File: src/rtl/game_timer_ctrl.sv
// Game-round timer: counts prescaled steps from start to MAX_STEPS-1 and pulses end_trigger,
// with UART byte commands for bonus, penalty and pause, and an up/down display mapping.
module game_timer_ctrl #(
    parameter int         W             = 10,
    parameter int         CLK_TICKS     = 10_000_000,
    parameter int         MAX_STEPS     = 200,
    parameter int         BONUS_STEPS   = 20,
    parameter int         PENALTY_STEPS = 10,
    parameter int         WARN_STEPS    = 20,
    parameter logic [7:0] BONUS_CODE    = 8'h42,
    parameter logic [7:0] PENALTY_CODE  = 8'h58,
    parameter logic [7:0] PAUSE_CODE    = 8'h50,
    parameter bit         COUNT_DOWN    = 1'b0
) (
    input  logic         clk,
    input  logic         reset_n,
    input  logic [7:0]   data,
    input  logic         start_trigger,
    input  logic         abort,
    output logic [W-1:0] pixel_timer,
    output logic         end_trigger,
    output logic         running,
    output logic         paused,
    output logic         warn
);

    localparam int PW = (CLK_TICKS > 1) ? $clog2(CLK_TICKS) : 1;
    localparam logic [PW-1:0] PRE_LAST = PW'(CLK_TICKS - 1);
    localparam logic [W:0]    LAST     = (W+1)'(MAX_STEPS - 1);
    // Step constants are clamped to the round length so W+1 bits always suffice.
    localparam logic [W:0]    BONUS_W  = (W+1)'((BONUS_STEPS   > MAX_STEPS) ? MAX_STEPS : BONUS_STEPS);
    localparam logic [W:0]    PEN_W    = (W+1)'((PENALTY_STEPS > MAX_STEPS) ? MAX_STEPS : PENALTY_STEPS);
    localparam logic [W:0]    WARN_W   = (W+1)'((WARN_STEPS    > MAX_STEPS) ? MAX_STEPS : WARN_STEPS);
    localparam logic [W-1:0]  PIX_RST  = COUNT_DOWN ? W'(MAX_STEPS - 1) : '0;
    localparam logic [23:0]   CODES    = {PAUSE_CODE, PENALTY_CODE, BONUS_CODE};

    typedef enum logic [1:0] {IDLE, RUN, PAUSE, DONE} state_t;

    state_t        state_reg, state_next;
    logic [W:0]    elapsed_reg, elapsed_next;
    logic [PW-1:0] prescaler_reg, prescaler_next;
    logic [7:0]    data_q, data_d;
    logic [2:0]    code_ev;
    logic          end_next, running_next, paused_next, warn_next, tick;
    logic [W-1:0]  pixel_next;

    // One event per byte arrival: the code must be new in data_q relative to data_d.
    generate
        for (genvar gi = 0; gi < 3; gi++) begin : g_code
            assign code_ev[gi] = (data_q == CODES[gi*8 +: 8]) && (data_d != CODES[gi*8 +: 8]);
        end
    endgenerate

    assign tick = (prescaler_reg == PRE_LAST);

    always_comb begin
        state_next     = state_reg;
        elapsed_next   = elapsed_reg;
        prescaler_next = prescaler_reg;
        end_next       = 1'b0;
        if (abort) begin
            state_next     = IDLE;
            elapsed_next   = '0;
            prescaler_next = '0;
        end else begin
            case (state_reg)
                IDLE: begin
                    elapsed_next   = '0;
                    prescaler_next = '0;
                    if (start_trigger) state_next = RUN;
                end
                RUN: begin
                    // The prescaler keeps its cadence even when a code event eats the step.
                    prescaler_next = tick ? '0 : prescaler_reg + 1'b1;
                    if (code_ev[2]) begin
                        state_next = PAUSE;
                    end else if (code_ev[0]) begin
                        elapsed_next = (elapsed_reg >= BONUS_W) ? elapsed_reg - BONUS_W : '0;
                    end else if (code_ev[1]) begin
                        elapsed_next = (elapsed_reg + PEN_W > LAST) ? LAST : elapsed_reg + PEN_W;
                    end else if (tick) begin
                        if (elapsed_reg >= LAST) begin
                            state_next = DONE;
                            end_next   = 1'b1;
                        end else begin
                            elapsed_next = elapsed_reg + 1'b1;
                        end
                    end
                end
                PAUSE: begin
                    if (code_ev[2]) state_next = RUN;
                end
                DONE: begin
                    if (start_trigger) begin
                        state_next     = RUN;
                        elapsed_next   = '0;
                        prescaler_next = '0;
                    end
                end
                default: state_next = IDLE;
            endcase
        end
    end

    always_comb begin
        running_next = (state_next == RUN) || (state_next == PAUSE);
        paused_next  = (state_next == PAUSE);
        warn_next    = running_next && ((LAST - elapsed_next) <= WARN_W);
        pixel_next   = COUNT_DOWN ? W'(LAST - elapsed_next) : W'(elapsed_next);
    end

    always_ff @(posedge clk or negedge reset_n) begin
        if (!reset_n) begin
            state_reg     <= IDLE;
            elapsed_reg   <= '0;
            prescaler_reg <= '0;
            data_q        <= '0;
            data_d        <= '0;
            pixel_timer   <= PIX_RST;
            end_trigger   <= 1'b0;
            running       <= 1'b0;
            paused        <= 1'b0;
            warn          <= 1'b0;
        end else begin
            state_reg     <= state_next;
            elapsed_reg   <= elapsed_next;
            prescaler_reg <= prescaler_next;
            data_q        <= data;
            data_d        <= data_q;
            pixel_timer   <= pixel_next;
            end_trigger   <= end_next;
            running       <= running_next;
            paused        <= paused_next;
            warn          <= warn_next;
        end
    end

endmodule

File: config.mk
export PLATFORM = sky130hd
export DESIGN_NAME = game_timer_ctrl
export DESIGN_NICKNAME = d
export VERILOG_FILES = /design/src/rtl/game_timer_ctrl.sv
export SDC_FILE = /design/constraint.sdc
export NUM_CORES = 1
export LEC_CHECK = 0
export CAP_MARGIN = 10
export CORE_MARGIN = 2
export CORE_UTILIZATION = 55
export CTS_BUF_LIST = sky130_fd_sc_hd__clkbuf_16
export DETAILED_ROUTE_END_ITERATION = 10
export DONT_BUFFER_PORTS = 1
export PLACE_DENSITY = 0.73
export SLEW_MARGIN = 5
export SYNTH_ARGS = -nofsm -noshare
export SYNTH_HDL_FRONTEND = slang
export SYNTH_SLANG_ARGS = --single-unit
File: constraint.sdc
create_clock -name clk -period 3.4 [get_ports clk]
set_input_delay 0.51 -clock clk [delete_from_list [all_inputs] [get_ports clk]]
set_output_delay 0.51 -clock clk [all_outputs]
set_load 0.02 [all_outputs]
# ---- Word level (Yosys, flattened, before mapping)
# Index checks and enable logic that the tools add are counted.
dict set report totals {
  output_inout_bits 14
  ff_bits 67
}
dict set report op_classes {
  n_lt_le_gt_ge 4
  eq_ne 13
  n_addsub 5
  reduce_logical 9
  mux 30
}
# cell n
set op_table {}
lappend op_table {{11-bit 2-to-1 mux} 9}
lappend op_table {{24-bit 2-to-1 mux} 3}
lappend op_table {{24-bit one-hot mux with 3 select lines} 1}
lappend op_table {{11-bit one-hot mux with 3 select lines} 1}
lappend op_table {{24-bit by 1-bit adder with 24-bit output (second input constant)} 1}
lappend op_table {{24-bit equality test (second input constant)} 1}
lappend op_table {{8-bit by 7-bit equality test with 1-bit output (second input constant)} 3}
lappend op_table {{8-bit by 7-bit inequality test with 1-bit output (second input constant)} 3}
lappend op_table {{2-bit 2-to-1 mux} 8}
lappend op_table {{11-bit by 1-bit adder with 11-bit output (second input constant)} 1}
lappend op_table {{11-bit by 4-bit adder with 11-bit output (second input constant)} 1}
lappend op_table {{11-bit by 5-bit >= comparator with 1-bit output (second input constant)} 1}
lappend op_table {{11-bit by 8-bit >= comparator with 1-bit output (second input constant)} 1}
lappend op_table {{11-bit by 8-bit > comparator with 1-bit output (second input constant)} 1}
lappend op_table {{11-bit by 5-bit less-or-equal comparator with 1-bit output (second input constant)} 1}
lappend op_table {{11-bit by 5-bit subtractor with 11-bit output (second input constant)} 1}
lappend op_table {{8-bit by 11-bit subtractor with 11-bit output (first input constant)} 1}
lappend op_table {{1-bit 2-to-1 mux} 7}
lappend op_table {{2-bit equality test (second input constant)} 3}
lappend op_table {{2-bit one-hot mux with 3 select lines} 1}
lappend op_table {{2-bit by 1-bit equality test with 1-bit output (second input constant)} 2}
lappend op_table {{1-bit logical AND} 4}
lappend op_table {{4-bit nonzero test} 1}
lappend op_table {{3-bit inequality test (second input constant)} 1}
lappend op_table {{4 further kinds} 4}

# ---- Logic depth before layout (Yosys ltp)
dict set report depth {
  ltp_word 11
  ltp_mapped 16
}

# ---- Least setup slack after synthesis
# OpenSTA, ideal clock, no wires.
dict set report synth_path {
  kind {register to register}
  from {register elapsed_reg[3]}
  to {register warn}
  path_buffers 1
  setup_ns 0.094
  path_slack_ns -0.119
  path_stages_with_launch 16
  required_ns 3.306
  t_arrival_ns 3.425
  cell_sequence {dfrtp_1 > buf_1 > inv_1 > ha_1 > a21oi_1 > mux2i_1 > o21ai_0 > nor4_1 > or3b_2 > a31oi_1 > or2_2 > ha_1 > inv_1 > a2111oi_0 > o21ai_1 > a221oi_2}
}
dict set report synth_via {
  elab_chain_len 11
}
# element line_no
set synth_lines {}
lappend synth_lines {{from (decl)} 40} ;# logic [W:0] elapsed_reg, elapsed_next;
lappend synth_lines {{from (signal assigned)} 126} ;# elapsed_reg <= elapsed_next;
lappend synth_lines {{11-bit by 4-bit adder with 11-bit output, or another cell as far along} 80} ;# elapsed_next = (elapsed_reg + PEN_W > LAST) ? LAST : elapsed_reg + PEN_W;
lappend synth_lines {{11-bit by 8-bit > comparator with 1-bit output, or another cell as far along} 80}
lappend synth_lines {{11-bit 2-to-1 mux, or another cell as far along} 80}
lappend synth_lines {{11-bit 2-to-1 mux or 2-bit 2-to-1 mux (tied branches)} 79} ;# end else if (code_ev[1]) begin
lappend synth_lines {{11-bit 2-to-1 mux or 2-bit 2-to-1 mux (tied branches)} 77} ;# end else if (code_ev[0]) begin
lappend synth_lines {{11-bit 2-to-1 mux or 2-bit 2-to-1 mux (tied branches)} 75} ;# if (code_ev[2]) begin
lappend synth_lines {{11-bit one-hot mux with 3 select lines or 2-bit one-hot mux with 3 select lines (tied branches)} 66} ;# case (state_reg)
lappend synth_lines {{11-bit 2-to-1 mux or 2-bit 2-to-1 mux (tied branches)} 61} ;# if (abort) begin
lappend synth_lines {{8-bit by 11-bit subtractor with 11-bit output, or another cell as far along} --}
lappend synth_lines {{11-bit by 5-bit less-or-equal comparator with 1-bit output or 1-bit logical OR (tied branches)} {108, 106}}
lappend synth_lines {{1-bit logical AND *} 108} ;# warn_next = running_next && ((LAST - elapsed_next) <= WARN_W);
lappend synth_lines {{net warn_next} 44} ;# logic end_next, running_next, paused_next, warn_next, tick;
lappend synth_lines {{to (signal assigned)} 134} ;# warn <= warn_next;
lappend synth_lines {{to (decl)} 24} ;# output logic warn
# Mark *: on every way through the listed nets, which the timed path passes. The rest lies on a longest branch.
# A chain may end at the register's enable or synchronous reset.

# ---- Worst setup path in the final report
dict set report layout_path {
  from {register elapsed_reg[1]}
  to {register warn}
}
dict set report layout_via {
  elab_chain_len 11
}
# element line_no
set layout_lines {}
lappend layout_lines {{11-bit by 4-bit adder with 11-bit output, or another cell as far along} 80}
lappend layout_lines {{11-bit by 8-bit > comparator with 1-bit output or 11-bit 2-to-1 mux (tied branches)} {80, 82}}
lappend layout_lines {{11-bit 2-to-1 mux, on equally long branches} {80, 81}}
lappend layout_lines {{11-bit 2-to-1 mux} 79}
lappend layout_lines {{11-bit 2-to-1 mux *} 77}
lappend layout_lines {{11-bit 2-to-1 mux *} 75}
lappend layout_lines {{11-bit one-hot mux with 3 select lines *} 66}
lappend layout_lines {{11-bit 2-to-1 mux *} 61}
lappend layout_lines {{net elapsed_next[3]} 40}
lappend layout_lines {{8-bit by 11-bit subtractor with 11-bit output *} --}
lappend layout_lines {{11-bit by 5-bit less-or-equal comparator with 1-bit output *} 108}
lappend layout_lines {{1-bit logical AND *} 108}
lappend layout_lines {{net warn_next} 44}
# Marked as above.

==> metrics.md <==
| Metric | Value |
|---|---|
| Status | finished, final reports clean |
| Internal power | 1.39 mW |
| Post-route ant nets | 0 |
| Layout area overhead | 17.8% |
| PortBufs | 0 |
| Crit Path Max Fanout | 7 |
| Root Buffer | clkbuf_16 |
| Net switching fraction of the power | 0.241 |
| EDFF count, synth | 0 |
| Post-Syn Area | 3990 sq um |
| Final Util | 0.659 |
| Initial Util | 0.559 |
| WL/cell | 18.5 um |
| Die W | 89.2 um |
| Pwr/cell area | 388 nW/um^2 |
| Final setup margin | 85.5 ps |
| Final setup viols | 0 |
| Predominant post-synthesis flop cell | dfrtp_1 |
| Placed cell area | 4270 sq um |
| Area contributors post-synth | dfrtp_1 (36%), o21ai_0 (6.5%), ha_1 (5.3%) |
| DRT Pass-1 Iters | 6 |
| Warning count from the yosys run | 0 |
| FP Rows | 31 |
| Area leader, netlist | dfrtp_1 |
| Largest net degree at the start of global routing | 58 |
| FFs w/ async S/R, synth | 1.00 |
| Final GP Congestion | 0.942 |
| Hold Crit Class | in -> async |
| CTS Sinks | 57 |
| Most common cell in the synthesized netlist | dfrtp_1 |
| Slew headroom | 0.556 |
| Overall routed net length | 11,200 um |
| Hold Vio Cnt, Final | 0 |
| Max Fclk | 302 MHz |
| DR vias/cell | 6.52 |
| Die height | 89.2 um |
| Share of layout cells above drive strength 1 | 0.185 |
| # IOs | 26 |
| Total gr overflow | 0 |
| Cts bufs inserted | 9 |
| Pleak | 1.99 nW |
| CTS tree | yes |
| Worst-margin pin slew | 660 ps |
| All-Layer GR Usage | 0.302 |
| Hpwl dp | 8020 um |
| Max FFs per register | 24 |
| Vias in the first global route | 3,763 |
| Syn avg cell area | 8.30 sq um |
| Critical path endpoint category | flip-flop |
| CP Class | reg -> reg |
| Via count | 3,950 |
| Final net count | 531 |
| Top-area cell type share of the netlist area | 0.357 |
| Final period utilization | 0.975 |
| Clock power frac | 0.523 |
| Comb power frac | 0.087 |
| Die area | 7960 sq um |
| H-tree lvl count | 3 |
| DRC Markers | 0 |
| Clk_lat worst skew | 340 ps |
| Fill count | 600 |
| Clock slew at reported path FFs | 60 ps |
| Cell area after layout | 4700 sq um |
| RSZ-0062 raised after global routing | no |
| Post-synthesis sequential area ratio | 0.357 |
| Drt initial violations | 364 |
| Synth Net Count | 510 |
| Commonest cells post-synth | dfrtp_1 (57), o21ai_0 (52), nor2_1 (45) |
| Fin Setup TNS | 0 ps |
| First-pass GRT wire length | 18,200 um |
| Synth Register Bits | 57 |
| Skew final | 10.8 ps |
| # diodes | 0 |
| Maxcap violations | 0 |
| Critical path launch point type | flip-flop |
| Pre-CTS WS | -33.8 ps |
| Yosys cell types | 64 |
| VDD IR max | 0.267 mV |
| WP data arrival | 3560 ps |
| Critical Path RT | 3650 ps |
| Core footprint | 7140 sq um |
| Initial antenna violation count | 0 |
| Syn Inst Count | 481 |
| Max Transition Viols Final | 0 |
| Final min period | 3310 ps |
| Flop pwr share | 0.390 |
| P_sw | 441 uW |
| CTS max path bufs | 2 |
[routing by layer]
layer  share of wire  track usage  up-vias
li1                -            -     1807
met1            0.40        0.367     1882
met2            0.48        0.494      209
met3           0.073       0.0517       52
met4           0.048        0.194        0
met5               0            0        -
[worst max-delay path: stages, from the launching register on]
cell	delay, ps
dfrtp_1	440
ha_1	320
nor2_1	240
nor4bb_4	370
nor3_2	90
nor4_1	330
or3b_2	210
a31oi_2	110
or2_2	340
inv_1	100
ha_1	220
nand4b_1	200
a221oi_2	260
[cell usage in the layout, fill, tap and decap left out, types with 12 or more instances in the layout]
cell type	count
dfrtp_1	57
o21ai_0	52
buf_4	46
nor2_1	45
nand2_1	43
a21oi_1	23
inv_1	19
nor3_1	17
nand3_1	15
ha_1	15
o211ai_1	12
[final cells by class]
type                       count  area (sq um)  share of cell area
timing repair buffer          47           373              0.0793
tap                           99           124              0.0263
inverter                      17          63.8              0.0136
multi-input combinational    370          2400               0.511
clock buffer                   9           225              0.0479
sequential                    57          1430               0.303
clock inverter                 7          87.6              0.0186
[power by group through the flow]
stage / logic (mW) / clock network (mW) / registers (mW)
after floorplan: 0.0962 / 0 / 0.719
after global placement: 0.134 / 0 / 0.721
after detailed placement: 0.135 / 0 / 0.722
after CTS: 0.154 / 0.968 / 0.711
after global routing: 0.177 / 0.997 / 0.714
final: 0.159 / 0.956 / 0.712
[kinds of logic (layout without fill, tap and decap cells)]
group                      after synthesis  count (layout)  share of synthesized area
DFF                                     57              57                      0.357
xor gates and xnor gates                 5               5                     0.0110
buffers and inverters                   54              80                     0.0646
adders and majority gates               17              17                     0.0533
muxes                                    2               2                    0.00501
and+or+nand+nor                        205             205                      0.285
AOI/OAI and AO/OA                      141             141                      0.223
[stage by stage]
stage	hold slack [ps]	instances	power [mW]
2_1_floorplan	214	481	0.815
3_3_place_gp	216	589	0.855
3_5_place_dp	216	589	0.857
4_1_cts	44.6	606	1.83
5_1_grt	62.3	606	1.89
6_report	36.9	606	1.83
[repair_timing]
action | 4_1_cts | 5_1_grt
setup endpoints to repair | 1 | 1
hold buffers | 1 | 0
setup buffers | 0 | 0
pin swaps | 0 | 2
hold endpoints to repair | 57 | 0
resized for setup | 2 | 16
[worst paths after layout]
path | depth (start not counted) | slack (ps) | endpoint | from
worst max-delay path | 12 | 90 | warn | elapsed_reg[1]
worst max register to register | 12 | 90 | warn | elapsed_reg[1]
worst min-delay path | 1 | 40 | elapsed_reg[9] | reset_n
min in group clk | 0 | 210 | data_q[1] | data[1]
worst min register to register | 0 | 380 | data_d[6] | data_q[6]
max in group asynchronous | 1 | 3110 | prescaler_reg[3] | reset_n
(Power assumes the default switching activity.)
